==> config.mk <==
export PLATFORM = sky130hd
export DESIGN_NAME = lfsr25_gen
export DESIGN_NICKNAME = d
export VERILOG_FILES = /design/src/rtl/lbm_rng_pkg.sv /design/src/rtl/lfsr25_step.sv /design/src/rtl/lfsr25_gen.sv
export SDC_FILE = /design/constraint.sdc
export NUM_CORES = 1
export LEC_CHECK = 0
export CAP_MARGIN = 20
export CORE_ASPECT_RATIO = 0.9
export CORE_MARGIN = 2
export CORE_UTILIZATION = 41
export CTS_BUF_LIST = sky130_fd_sc_hd__clkbuf_2
export DETAILED_ROUTE_END_ITERATION = 7
export DONT_BUFFER_PORTS = 1
export MAX_ROUTING_LAYER = met4
export PLACE_DENSITY_LB_ADDON = 0.25
export SLEW_MARGIN = 40
export SYNTH_ARGS = -nofsm -noshare
export SYNTH_HDL_FRONTEND = slang
export SYNTH_SLANG_ARGS = --single-unit
==> constraint.sdc <==
create_clock -name Clk -period 2.6 [get_ports Clk]
set_clock_uncertainty 0.05 [all_clocks]
set_input_delay 0.52 -clock Clk [delete_from_list [all_inputs] [get_ports Clk]]
set_output_delay 0.52 -clock Clk [all_outputs]
set_load 0.005 [all_outputs]
==> src/rtl/lbm_rng_pkg.sv <==
// Shared definitions for the LBM pseudo-random word generator: word type, feedback taps
// and the generator FSM state type.
package lbm_rng_pkg;

  localparam int LFSR_W = 25;

  typedef logic signed [LFSR_W-1:0] rnd_word_t;

  localparam int TAP_HI = 24;
  localparam int TAP_LO = 21;

  localparam logic [LFSR_W-1:0] DEFAULT_SEED = 25'h1ACE5B1;

  typedef enum logic {
    WARMUP = 1'b0,
    RUN    = 1'b1
  } rng_state_t;

endpackage

==> src/rtl/lfsr25_step.sv <==
// One Fibonacci step of the x^25 + x^22 + 1 LFSR; purely combinational so it can be
// chained later for skip-ahead.
module lfsr25_step
  import lbm_rng_pkg::*;
(
  input  logic [LFSR_W-1:0] state_i,
  output logic [LFSR_W-1:0] next_o
);

  assign next_o = {state_i[LFSR_W-2:0], state_i[TAP_HI] ^ state_i[TAP_LO]};

endmodule

==> src/rtl/lfsr25_gen.sv <==
// 25-bit maximal-length LFSR word source with seed load, zero-seed substitution,
// post-seed warm-up discard, lock-up recovery and a registered valid/ready output.
module lfsr25_gen #(
  parameter logic [24:0] DEFAULT_SEED  = lbm_rng_pkg::DEFAULT_SEED,
  parameter int          WARMUP_CYCLES = 32,
  parameter int          CNT_W         = 6
) (
  input  logic               Clk,
  input  logic               Reset_n,
  input  logic               seed_load,
  input  logic [24:0]        seed,
  input  logic               enable,
  output logic signed [24:0] rnd_out,
  output logic               rnd_valid,
  input  logic               rnd_ready,
  output logic               warming,
  output logic               lockup
);

  import lbm_rng_pkg::*;

  // Handshake: a word moves on any rising edge where rnd_valid & rnd_ready; while
  // rnd_valid is high and rnd_ready low, rnd_out is held unchanged; seed_load discards
  // a pending word even if it is being accepted in the same cycle.

  localparam rng_state_t INIT_STATE = (WARMUP_CYCLES == 0) ? RUN : WARMUP;
  localparam logic [CNT_W-1:0] CNT_LAST =
    CNT_W'((WARMUP_CYCLES > 0) ? (WARMUP_CYCLES - 1) : 0);

  logic [LFSR_W-1:0] lfsr_q, lfsr_d;
  logic [LFSR_W-1:0] lfsr_nxt;
  rnd_word_t         rnd_out_q, rnd_out_d;
  logic              rnd_valid_q, rnd_valid_d;
  logic              lockup_q, lockup_d;
  logic [CNT_W-1:0]  cnt_q, cnt_d;
  rng_state_t        state_q, state_d;
  logic              advance;

  lfsr25_step u_step (
    .state_i (lfsr_q),
    .next_o  (lfsr_nxt)
  );

  assign advance = enable & (~rnd_valid_q | rnd_ready);

  always_comb begin
    lfsr_d      = lfsr_q;
    rnd_out_d   = rnd_out_q;
    rnd_valid_d = rnd_valid_q;
    lockup_d    = lockup_q;
    cnt_d       = cnt_q;
    state_d     = state_q;

    if (seed_load) begin
      lfsr_d      = (seed == '0) ? DEFAULT_SEED : seed;
      rnd_valid_d = 1'b0;
      lockup_d    = 1'b0;
      cnt_d       = '0;
      state_d     = INIT_STATE;
    end else if (lfsr_q == '0) begin
      // An all-zero state would never leave zero; recover and flag it instead of stepping.
      lockup_d = 1'b1;
      lfsr_d   = DEFAULT_SEED;
      if (rnd_valid_q && rnd_ready) begin
        rnd_valid_d = 1'b0;
      end
    end else begin
      case (state_q)
        WARMUP: begin
          if (enable) begin
            lfsr_d = lfsr_nxt;
            if (cnt_q == CNT_LAST) begin
              state_d = RUN;
              cnt_d   = '0;
            end else begin
              cnt_d = cnt_q + CNT_W'(1);
            end
          end
        end
        RUN: begin
          if (advance) begin
            lfsr_d      = lfsr_nxt;
            rnd_out_d   = rnd_word_t'(lfsr_nxt);
            rnd_valid_d = 1'b1;
          end else if (rnd_valid_q && rnd_ready) begin
            rnd_valid_d = 1'b0;
          end
        end
        default: begin
          state_d = INIT_STATE;
        end
      endcase
    end
  end

  always_ff @(posedge Clk or negedge Reset_n) begin
    if (!Reset_n) begin
      lfsr_q      <= DEFAULT_SEED;
      rnd_out_q   <= '0;
      rnd_valid_q <= 1'b0;
      lockup_q    <= 1'b0;
      cnt_q       <= '0;
      state_q     <= INIT_STATE;
    end else begin
      lfsr_q      <= lfsr_d;
      rnd_out_q   <= rnd_out_d;
      rnd_valid_q <= rnd_valid_d;
      lockup_q    <= lockup_d;
      cnt_q       <= cnt_d;
      state_q     <= state_d;
    end
  end

  assign rnd_out   = rnd_out_q;
  assign rnd_valid = rnd_valid_q;
  assign lockup    = lockup_q;
  assign warming   = (state_q == WARMUP);

endmodule

; Yosys cells after proc, flatten, opt, wreduce, memory -nomap -nowiden
; Cells that the tools add are included.
[op_classes]
add_sub_neg = 1
n_eq_ne = 5
mux = 23
bitwise = 7
n_reduce_logical = 9
[op_table]
columns = cell, count
row1 = $mux W25, 5
row2 = $logic_not A25 Y1, 2
row3 = $pmux W25 S2, 1
row4 = $mux W6, 5
row5 = $mux W1, 12
row6 = $add A6 B1 Y6 const B, 1
row7 = $eq A6 B5 Y1 const B, 1
row8 = $ne A2 B2 Y1 const B, 2
row9 = $ne A4 B2 Y1 const B, 1
row10 = $ne A4 B3 Y1 const B, 1
row11 = $not A1 Y1, 4
row12 = $reduce_and A4 Y1, 1
row13 = $reduce_bool A2 Y1, 2
row14 = $reduce_and A3 Y1, 1
row15 = $reduce_bool A3 Y1, 1
row16 = $reduce_and A2 Y1, 1
row17 = $and A1 B1 Y1, 1
row18 = $logic_and A1 B1 Y1, 1
row19 = $or A1 B1 Y1, 1
row20 = $xor A1 B1 Y1, 1
[totals]
regBits = 59
input_bits = 30
word_cells = 51

; Longest topological paths before layout
; Gate-level depths: netlist of the first run.
[logic_depth]
word_depth = 7
ltp_mapped = 7
ltp_nobuf = 5

; Cells and area by module
; A second synthesis of the first run with hierarchy kept.
[hier_totals]
hier_cells = 303
area_unflattened_um2 = 3358.2
[by_module_without_submodules]
columns = module, instances, cells_each, area_per_inst_um2
row1 = lfsr25_gen, 1, 278, 3169.3
row2 = lfsr25_step, 1, 25, 188.9

; Worst setup path before layout of the first run
; OpenSTA, ideal clock, no wires.
[synth_timing]
kind = input -> register
startpoint = in rnd_ready
endpoint = reg lfsr_q[11]
arrival_time_ps = 1812
slack_ps = 614
stages = 5
n_path_buf = 1
path_cell_list = nand3b_1 a21oi_1 a21boi_2 buf_2 mux2_2
[synth_between]
elab_chain_cells = 4
[synth_lines]
columns = element, line_no
row1 = from (decl), lfsr25_gen.sv:15  ; input logic rnd_ready,
row2 = $or A1 B1 Y1, lfsr25_gen.sv:44  ; assign advance = enable & (~rnd_valid_q | rnd_ready);
row3 = $and A1 B1 Y1, lfsr25_gen.sv:44
row4 = $ne A4 B2 Y1 (no source line), -
row5 = $reduce_and A2 Y1 (no source line), -
row6 = to (signal assigned), lfsr25_gen.sv:105  ; lfsr_q <= lfsr_d;
row7 = to (decl), lfsr25_gen.sv:30  ; logic [LFSR_W-1:0] lfsr_q, lfsr_d;
; No other way between the ends.
; A chain may end at the register's enable or synchronous reset.

; Final worst setup path of the first run
[layout_timing]
startpoint = reg lfsr_q[0]
endpoint = reg lfsr_q[22]
[layout_between]
elab_chain_cells = 3
elab_cells_between_ends = 6
cone_classes = 2 x eq/ne / 2 x mux / 2 x reduce/logical
[layout_lines]
columns = element, line_no
row1 = $logic_not A25 Y1 (*), lfsr25_gen.sv:60  ; end else if (lfsr_q == '0) begin
row2 = $ne A4 B2 Y1 (no source line) (tied with other cells), -
row3 = $reduce_and A2 Y1 (no source line) or $mux W25 (tied branches), -
; Mark *: on every way between the ends. The rest lies on a longest branch, timed or not.

==> flow_summary.toml, run 1 <==
[die]
core_area_um2 = 7000
fp.dieH_um = 84.5
die_w_um = 93.5
row_count = 29
io_pins = 58
initial_utilization = 0.422
die_area_um2 = 7900

[placement]
place_inst = 343
place_area_um2 = 3030
dp_hpwl_um = 4700
io_buffers = 0
place_congestion = 0.830

[worst_setup_path]
cp-start-kind = "register"
regToRegSetupSlack_ns = 0.31
crit_required_ns = 2.93
startpoint = "lfsr_q[0]$_DFFE_PN1P_"
crit_type = "register to register"
worstPathMaxFanout = 14
reg2reg_from = "lfsr_q[0]$_DFFE_PN1P_"
cp.arrival_ns = 2.62
cp-end-kind = "register"

[global_route]
antenna_found_initial = 0
grt_pass1_vias = 2230
grt_first_pass_wirelength_um = 11700
grt_usage = 0.201
gr-total-overflow = 0
grt_max_degree = 60

[detailed_routing]
vias = 2159
drc_errors = 0
routed-wl-met3_um = 632
met1_length_um = 3280
routed_wl_um = 7170
detail_route.iter0.violations = 147
routed_via_density = 5.96
drtPass1Iterations = 5
wl_met2_um = 3140
wl_per_cell_um = 19.8
routed.top_layer = "met4"
postRouteAntennaNets = 0

[sta]
period_share = 0.882
drv_slew = 0
maxSlewHeadroom = 0.596
clock.fmax_ghz = 0.436
worst_pin_slew_ns = 0.603
fin_setup_tns_ns = 0
setup_viol = 0
period_needed_ns = 2.29
rsz0062_at_grt = "no"
hold_violations = 0

[synth]
avgSynthCellArea_um2 = 11.3
netlist_area_um2 = 2960
syn_nets = 293
synth_cells = 262
synth-seq-cells = 59
netlist-cell-type-count = 36
synthFlopType = "dfrtp_1"
ys_async_sr_fraction = 1.00
synth_edf_count = 0
yosys_warnings = 0
ys_seq_area_frac = 0.506

[finish]
mostFrequentLayoutCells = "46 x mux2_2, 45 x dfrtp_1, 30 x o21ai_0, 20 x nor2_1"
design_area_um2 = 3190
drive_gt1_frac = 0.312
antenna_cells = 0
mostFrequentLayoutCell = "mux2_2"
stdcell_count = 362
fillers = 656
area_delta_synth_final_pct = 7.79
nNetsFinal = 295

[power_and_ir_drop]
powerDensity_nw_per_um2 = 576
ir_drop_mv = 0.322
p_leak_uw = 0.00137

[worst_hold_path]
min_from = "enable"
hold_class = "input pin to register"

[flow_run]
drv_cap = 0

[clock_tree]
clk_latency_ns = 0.48
clock_path_buffers = 2
htreeDepth = 3
cts_sinks = 59
clockRootBuffer = "clkbuf_2"
path_clk_slew_ns = 0.17
numCtsBuffers = 9
cts_tree = "done"
post_cts_resize_count = 0

[status]
outcome = "finished clean"
## kinds of logic (layout without fill, tap and decap cells)
| group | count (synthesis) | after routing | share of synthesized area |
|---|---|---|---|
| AOI/OAI and AO/OA | 71 | 71 | 0.155 |
| DFF | 59 | 59 | 0.506 |
| muxes | 52 | 52 | 0.196 |
| xor gates and xnor gates | 1 | 1 | 0.00296 |
| buffers and inverters | 21 | 28 | 0.0330 |
| adders and majority gates | 1 | 1 | 0.00423 |
| and+or+nand+nor | 57 | 57 | 0.102 |
## per-layer routing
metal	GRT usage	vias to the layer above
met5	-	-
met4	0.0655	0
met3	0.0880	12
met2	0.271	78
met1	0.270	1079
li1	-	990
## registers in the layout (all words and copies together), names as in the netlist
name,cells
lfsr_q,25
state_q,1
rnd_valid,1
cnt_q,6
rnd_out,25
lockup,1
## critical path: stages (launching register included)
cell and delay, ns:
dfstp_2 0.59, nor4_1 0.08, and4_1 0.27, a21boi_2 0.52, buf_4 0.33, mux2_2 0.35
## metrics by stage
step                utilization  setup WS, ns  hold slack (ns)  total power, uW
floorplan                     -         0.614            0.174             1230
global placement          0.433         0.314            0.176             1270
detailed placement        0.433         0.279            0.176             1280
CTS                       0.455         0.289            0.103             1860
global route              0.455         0.175            0.101             1940
finish                    0.455         0.306            0.152             1830
## worst paths after layout
kind,to,cells past startpoint
hold / removal,state_q$_DFFE_PN0P_,2
setup / recovery,lfsr_q[22]$_DFFE_PN0P_,5
setup reg to reg,lfsr_q[22]$_DFFE_PN0P_,5
max in group asynchronous,lfsr_q[21]$_DFFE_PN1P_,2
min in group asynchronous,lfsr_q[6]$_DFFE_PN0P_,2
hold reg to reg,rnd_out[18]$_DFFE_PN0P_,1
## synth_stat cells (all sizes together) (2+ instances only)
cell type  number  area [um2]
o211ai          2        15.0
a22o           14         123
o21ai          31         166
and4            2        17.5
a21boi          2        18.8
buf             6        41.3
a31oi          14        87.6
nor3            2        10.0
inv             2        7.51
mux2           48         541
nand3           2        10.0
nor2           20        75.1
clkbuf         13        48.8
dfstp          14         368
and3            2        12.5
dfrtp          45        1130
nor2b           4        25.0
nand2           5        18.8
or3             2        12.5
a21oi           6        30.0
mux2i           4        40.0
nand4           5        37.5
nor4           10        62.6
## cell type report
type / instances / area [um2] / share of cell area
Inverter: 2 / 7.51 / 0.00236
Sequential cell: 59 / 1490 / 0.469
Tap cell: 93 / 116 / 0.0365
Clock buffer: 9 / 45.0 / 0.0141
Multi-Input combinational cell: 182 / 1360 / 0.428
Clock inverter: 7 / 58.8 / 0.0185
Timing Repair Buffer: 10 / 100 / 0.0314
## report_power, final
group | switching, uW | internal [uW] | leakage (uW)
registers | 78.2 | 1010 | 0.000737
logic | 83.9 | 107 | 0.000572
clock network | 340 | 209 | 0.0000642
total | 502 | 1330 | 0.00137
## timing repair
item,CTS,global route
endpoints found under the hold margin,62,0
hold buffers,3,0
buffers inserted,0,0
(Power assumes the default switching activity.)
==> inputs of run 2 (changes only) <==
Settings changed: SYNTH_HIERARCHICAL set to 1.
==> run 2 against run 1 <==
Effect of this change:
- combinational power up 3%
- critical path type unchanged
- via count up 6.8%
- fmax up 9.5%
- sequential power about the same
- routed wire length up 14%
- worst setup slack better by 0.20 ns
- critical path depth unchanged
- die area up 13%
- final cell count up 6.4%
==> flow_summary.toml, run 2 <==
[status]
outcome = "finished clean"

[clock_tree]
cts_tree = "done"
numCtsBuffers = 9
cts_setup_buffers = 0
clockRootBuffer = "clkbuf_2"
clock_path_buffers = 2
clk_latency_ns = 0.51
path_clk_slew_ns = 0.17
cts_sinks = 59
htreeDepth = 3

[detailed_routing]
drc_errors = 0
vias = 2306
postRouteAntennaNets = 0
wl_per_cell_um = 21.2
drtPass1Iterations = 4
detail_route.iter0.violations = 200
routed_via_density = 5.99
routed_wl_um = 8170

[synth]
synth_compound_area_frac = 0.166
netlist_area_um2 = 3360
syn_nets = 334
synth-seq-cells = 59
yosys-top-cells-area = "dfrtp_1 34%, dfstp_2 11%, mux2_4 8.9%"
yosysMostFrequentCell = "dfrtp_1"
yosys-top-cells-count = "45 x dfrtp_1, 30 x o21ai_0, 24 x buf_4"
synth_top_family_by_area = "compound AO/OA/AOI/OAI gates"
netlist.area_leader.share = 0.335
synthAdderAreaFrac = 0.00373
synth_cells = 303
synth_edf_count = 0
ys_seq_area_frac = 0.445
ys_async_sr_fraction = 1.00
yosys_warnings = 6
netlist-cell-type-count = 41
synthSimpleGateAreaFrac = 0.133
synthXorXnorAreaFrac = 0.00261
synthFlopType = "dfrtp_1"
synthMuxAreaShare = 0.158
avgSynthCellArea_um2 = 11.1
synth.largest_area_cell = "dfrtp_1"

[global_route]
grt_usage = 0.198
gr-total-overflow = 0
grt_max_degree = 67
grt_pass1_vias = 2368
grt_first_pass_wirelength_um = 13300
antenna_found_initial = 0

[sta]
drv_slew = 0
worst_pin_slew_ns = 0.674
period_needed_ns = 2.10
hold_violations = 0
final.setup.worst_slack_ns = 0.504
rsz0062_at_grt = "no"
setup_viol = 0
maxSlewHeadroom = 0.549
fin_setup_tns_ns = 0
clock.fmax_ghz = 0.477
period_share = 0.806

[placement]
pre_cts_ws_ns = 0.549
place_congestion = 0.822
dp_hpwl_um = 5270
io_buffers = 0

[finish]
drive_gt1_frac = 0.255
antenna_cells = 0
area_delta_synth_final_pct = 1.53
mostFrequentLayoutCells = "45 x dfrtp_1, 30 x o21ai_0, 20 x mux2_4, 19 x nor2b_1"
mostFrequentLayoutCell = "dfrtp_1"
nNetsFinal = 312

[worst_hold_path]
holdPathStages = 1
hold_class = "input pin to register"

[die]
initial_utilization = 0.420
core_area_um2 = 7990
row_count = 31
io_pins = 58
die_area_um2 = 8930
fp.dieH_um = 89.9
die_w_um = 99.4

[power_and_ir_drop]
ir_drop_mv = 0.264
powerDensity_nw_per_um2 = 549
p_leak_uw = 0.00148
power_uw = 1870

[worst_setup_path]
worstPathCellList = "nor4_4 > nand4_2 > o211ai_4 > buf_4 > mux2_2"
cp_slowest_stage_delay_ns = 0.48
reg2reg_depth = 5
crit_buf_inv = 1
worstPathMaxFanout = 15
cp.arrival_ns = 2.45
cp-end-kind = "register"
cp-start-kind = "register"
cp_slowest_cell = "dfrtp_1"
crit_type = "register to register"
crit_required_ns = 2.95
cp_top_family = "simple AND/OR/NAND/NOR gates"
path_depth = 5

[flow_run]
drv_cap = 0
## run 2: changes by cell type in the layout (fill, tap and decap cells not counted), sizes merged, moves of 4 or more
cell	delta
o31ai	+11
a22o	-14
nor2b	+15
nand2	+10
clkbuf	+4
nor2	-12
a32o	+13
mux2	-20
mux2i	+10
## run 2: through the flow
stage | utilization | cell area [um2] | std cells | hold WS, ns
2_1_floorplan | - | 3360 | 303 | 0.174
3_3_place_gp | 0.407 | 3250 | 365 | 0.176
3_5_place_dp | 0.407 | 3250 | 365 | 0.177
4_1_cts | 0.425 | 3400 | 384 | 0.0138
5_1_grt | 0.427 | 3410 | 385 | 0.00190
6_report | 0.427 | 3410 | 385 | 0.0452
## run 2: logic make-up (layout without fill, tap and decap cells)
family	count (synthesis)	in the layout
multiplexers	42	42
buffers and inverters	48	31
flip-flops	59	59
adder cells (fa/ha/maj)	1	1
AND/OR/NAND/NOR	71	71
AO/OA/AOI/OAI	81	81
XOR/XNOR	1	1
## run 2: cell type report
class                   count  area (um2)
repair buffers             13         125
fillers                   783        4580
inverters                   2        7.51
clock buffers              13        65.1
flip-flops and latches     59        1490
clock inverters             3        38.8
well taps                  99         124
multi-input cells         196        1560
## run 2: worst paths after layout
path | startpoint | end | slack, ns
max | lfsr_q[1]$_DFFE_PN0P_ | rnd_out[24]$_DFFE_PN0P_ | 0.50
max reg2reg | lfsr_q[1]$_DFFE_PN0P_ | rnd_out[24]$_DFFE_PN0P_ | 0.50
min in group asynchronous | Reset_n | lfsr_q[6]$_DFFE_PN0P_ | 0.47
min reg2reg | lockup$_DFFE_PN0P_ | lockup$_DFFE_PN0P_ | 0.50
max in group asynchronous | Reset_n | lfsr_q[0]$_DFFE_PN1P_ | 1.72
min | seed_load | lfsr_q[2]$_DFFE_PN0P_ | 0.05
## run 2: what timing repair did
action | in CTS | in global routing
resized for setup | 0 | 0
hold buffers | 3 | 1
hold endpoints to repair | 61 | 2
## run 2: layer usage
layer	routed length, um	track usage	vias to the layer above
met5	0	-	-
met4	129	0.0514	0
met3	669	0.0739	14
met2	3630	0.284	85
met1	3740	0.264	1145
li1	-	-	1062
## run 2: power by group
group          total, uW  switching (uW)  internal [uW]  leakage, uW
Combinational        196            85.4            110     0.000665
Clock                580             346            234    0.0000736
Sequential          1100            89.0           1010     0.000742
Total               1870             520           1350      0.00148
==> inputs of run 3 (changes only) <==
Clock period 2.6 ns to 2.2 ns, I/O delays scaled along.
==> run 3 against run 2 <==
Effect of this change:
- fmax up 0.19%
- final cell count up 4.2%
- routed wire length up 3.1%
- hold slack worse by 0.018 ns
- total power up 11%
- clock-buffer cell count down 3
- final area up 3.8%
- critical endpoint is now rnd_out[2]$_DFFE_PN0P_
- largest power group unchanged
- highest routed layer unchanged
==> flow_summary.toml, run 3 (synthesis results as in run 2) <==
[status]
outcome = "finished clean"

[power_and_ir_drop]
ir_drop_mv = 0.334
intPower_uw = 1480
p_clk_frac = 0.249
p_leak_uw = 0.00154
switching_share = 0.290
combPwrFrac = 0.136
p_sw_uw = 605
powerDensity_nw_per_um2 = 588
p_seq_frac = 0.616

[worst_setup_path]
cp-end-kind = "register"
cp_top_family = "simple AND/OR/NAND/NOR gates"
crit_type = "register to register"
crit_required_ns = 2.54
worstPathMaxFanout = 10
cp-start-kind = "register"
cp_slowest_stage_delay_ns = 0.45
worstPathCellList = "nor4_1 > nand3_1 > o211ai_4 > buf_4 > mux2_2"
crit_buf_inv = 1
cp_slowest_cell = "dfrtp_1"
cp.arrival_ns = 2.44

[sta]
rsz0062_at_grt = "no"
drv_slew = 0
period_needed_ns = 2.09
worst_pin_slew_ns = 0.702
period_share = 0.951
clock.fmax_ghz = 0.478
fin_setup_tns_ns = 0
hold_violations = 0
maxSlewHeadroom = 0.532
setup_viol = 0

[detailed_routing]
drc_errors = 0
detail_route.iter0.violations = 174
wl_per_cell_um = 21.0
postRouteAntennaNets = 0
routed_via_density = 6.06
routed_wl_um = 8420
vias = 2432
drtPass1Iterations = 5

[placement]
io_buffers = 0
place_congestion = 0.819
dp_hpwl_um = 5420

[finish]
area_delta_synth_final_pct = 5.37
mostFrequentLayoutCells = "45 x dfrtp_1, 30 x o21ai_0, 20 x mux2_4, 19 x nor2b_1, 16 x buf_4"
drive_gt1_frac = 0.265
mostFrequentLayoutCell = "dfrtp_1"
utilization = 0.443
nNetsFinal = 329
fillers = 762
antenna_cells = 0

[die]
core_area_um2 = 7990
die_area_um2 = 8930
fp.dieH_um = 89.9
initial_utilization = 0.420
die_w_um = 99.4
row_count = 31
io_pins = 58

[clock_tree]
cts_tree = "done"
numCtsBuffers = 9
clock_path_buffers = 2
clk_latency_ns = 0.50
clockRootBuffer = "clkbuf_2"
path_clk_slew_ns = 0.15
cts_setup_buffers = 0
htreeDepth = 3
hold_buffers = 12
post_cts_resize_count = 0
cts_sinks = 59

[global_route]
gr-total-overflow = 0
antenna_found_initial = 0
grt_first_pass_wirelength_um = 13800
grt_max_degree = 60
grt_usage = 0.203
grt_pass1_vias = 2398

[flow_run]
drv_cap = 0

[worst_hold_path]
hold_class = "input pin to register"
run 3: changes by cell type in the layout (fill, tap and decap cells not counted), sizes merged:
| cell | before | now |
|---|---|---|
| buf | 10 | 19 |
| dlygate4sd3 | 3 | 11 |
| clkbuf | 13 | 10 |
| clkinv | 2 | 5 |
| bufinv | 1 | 0 |
run 3: path summary, 6_finish.rpt:
path                                            to  depth (start not counted)  slack [ns]                    start
max                         rnd_out[2]$_DFFE_PN0P_                          5        0.11   lfsr_q[20]$_DFFE_PN0P_
min                          lfsr_q[6]$_DFFE_PN0P_                          2        0.03                  seed[6]
max reg2reg                 rnd_out[2]$_DFFE_PN0P_                          5        0.11   lfsr_q[20]$_DFFE_PN0P_
min reg2reg                rnd_out[21]$_DFFE_PN0P_                          1        0.50  rnd_out[21]$_DFFE_PN0P_
max in group asynchronous    lfsr_q[4]$_DFFE_PN1P_                          2        1.35                  Reset_n
min in group asynchronous   rnd_out[7]$_DFFE_PN0P_                          2        0.45                  Reset_n
run 3: layer usage:
layer,GRT usage,up-vias,wire [um]
met3,0.0614,7,704
met4,0.0559,0,74
li1,-,1091,-
met1,0.271,1218,3760
met5,-,-,0
met2,0.300,116,3890
run 3: layout make-up:
type,instances,area [um2],area share
inverter,2,7.51,0.00212
multi-input combinational,196,1560,0.441
timing repair buffer,30,283,0.0799
tap,99,124,0.0350
clock buffer,10,50.0,0.0141
clock inverter,5,21.3,0.00601
sequential,59,1490,0.422
run 3: power by group through the flow:
| stage | Sequential [uW] | Clock, uW | Combinational (uW) |
|---|---|---|---|
| 2_1_floorplan | 1270 | 0 | 264 |
| 3_3_place_gp | 1300 | 0 | 225 |
| 3_5_place_dp | 1300 | 0 | 231 |
| 4_1_cts | 1280 | 549 | 284 |
| 5_1_grt | 1300 | 600 | 314 |
| 6_report | 1280 | 518 | 282 |
run 3: per-stage QoR:
| step | hold WS [ns] | power, uW | cell area [um2] | instances | setup slack, ns |
|---|---|---|---|---|---|
| after detailed placement | 0.0959 | 1530 | 3320 | 373 | 0.158 |
| after floorplan | 0.0944 | 1530 | 3360 | 303 | 0.342 |
| after CTS | 0.000733 | 2120 | 3530 | 400 | 0.136 |
| after global placement | 0.0960 | 1530 | 3320 | 373 | 0.0503 |
| final | 0.0270 | 2080 | 3540 | 401 | 0.108 |
| after global routing | 0.00907 | 2210 | 3540 | 401 | 0.0367 |
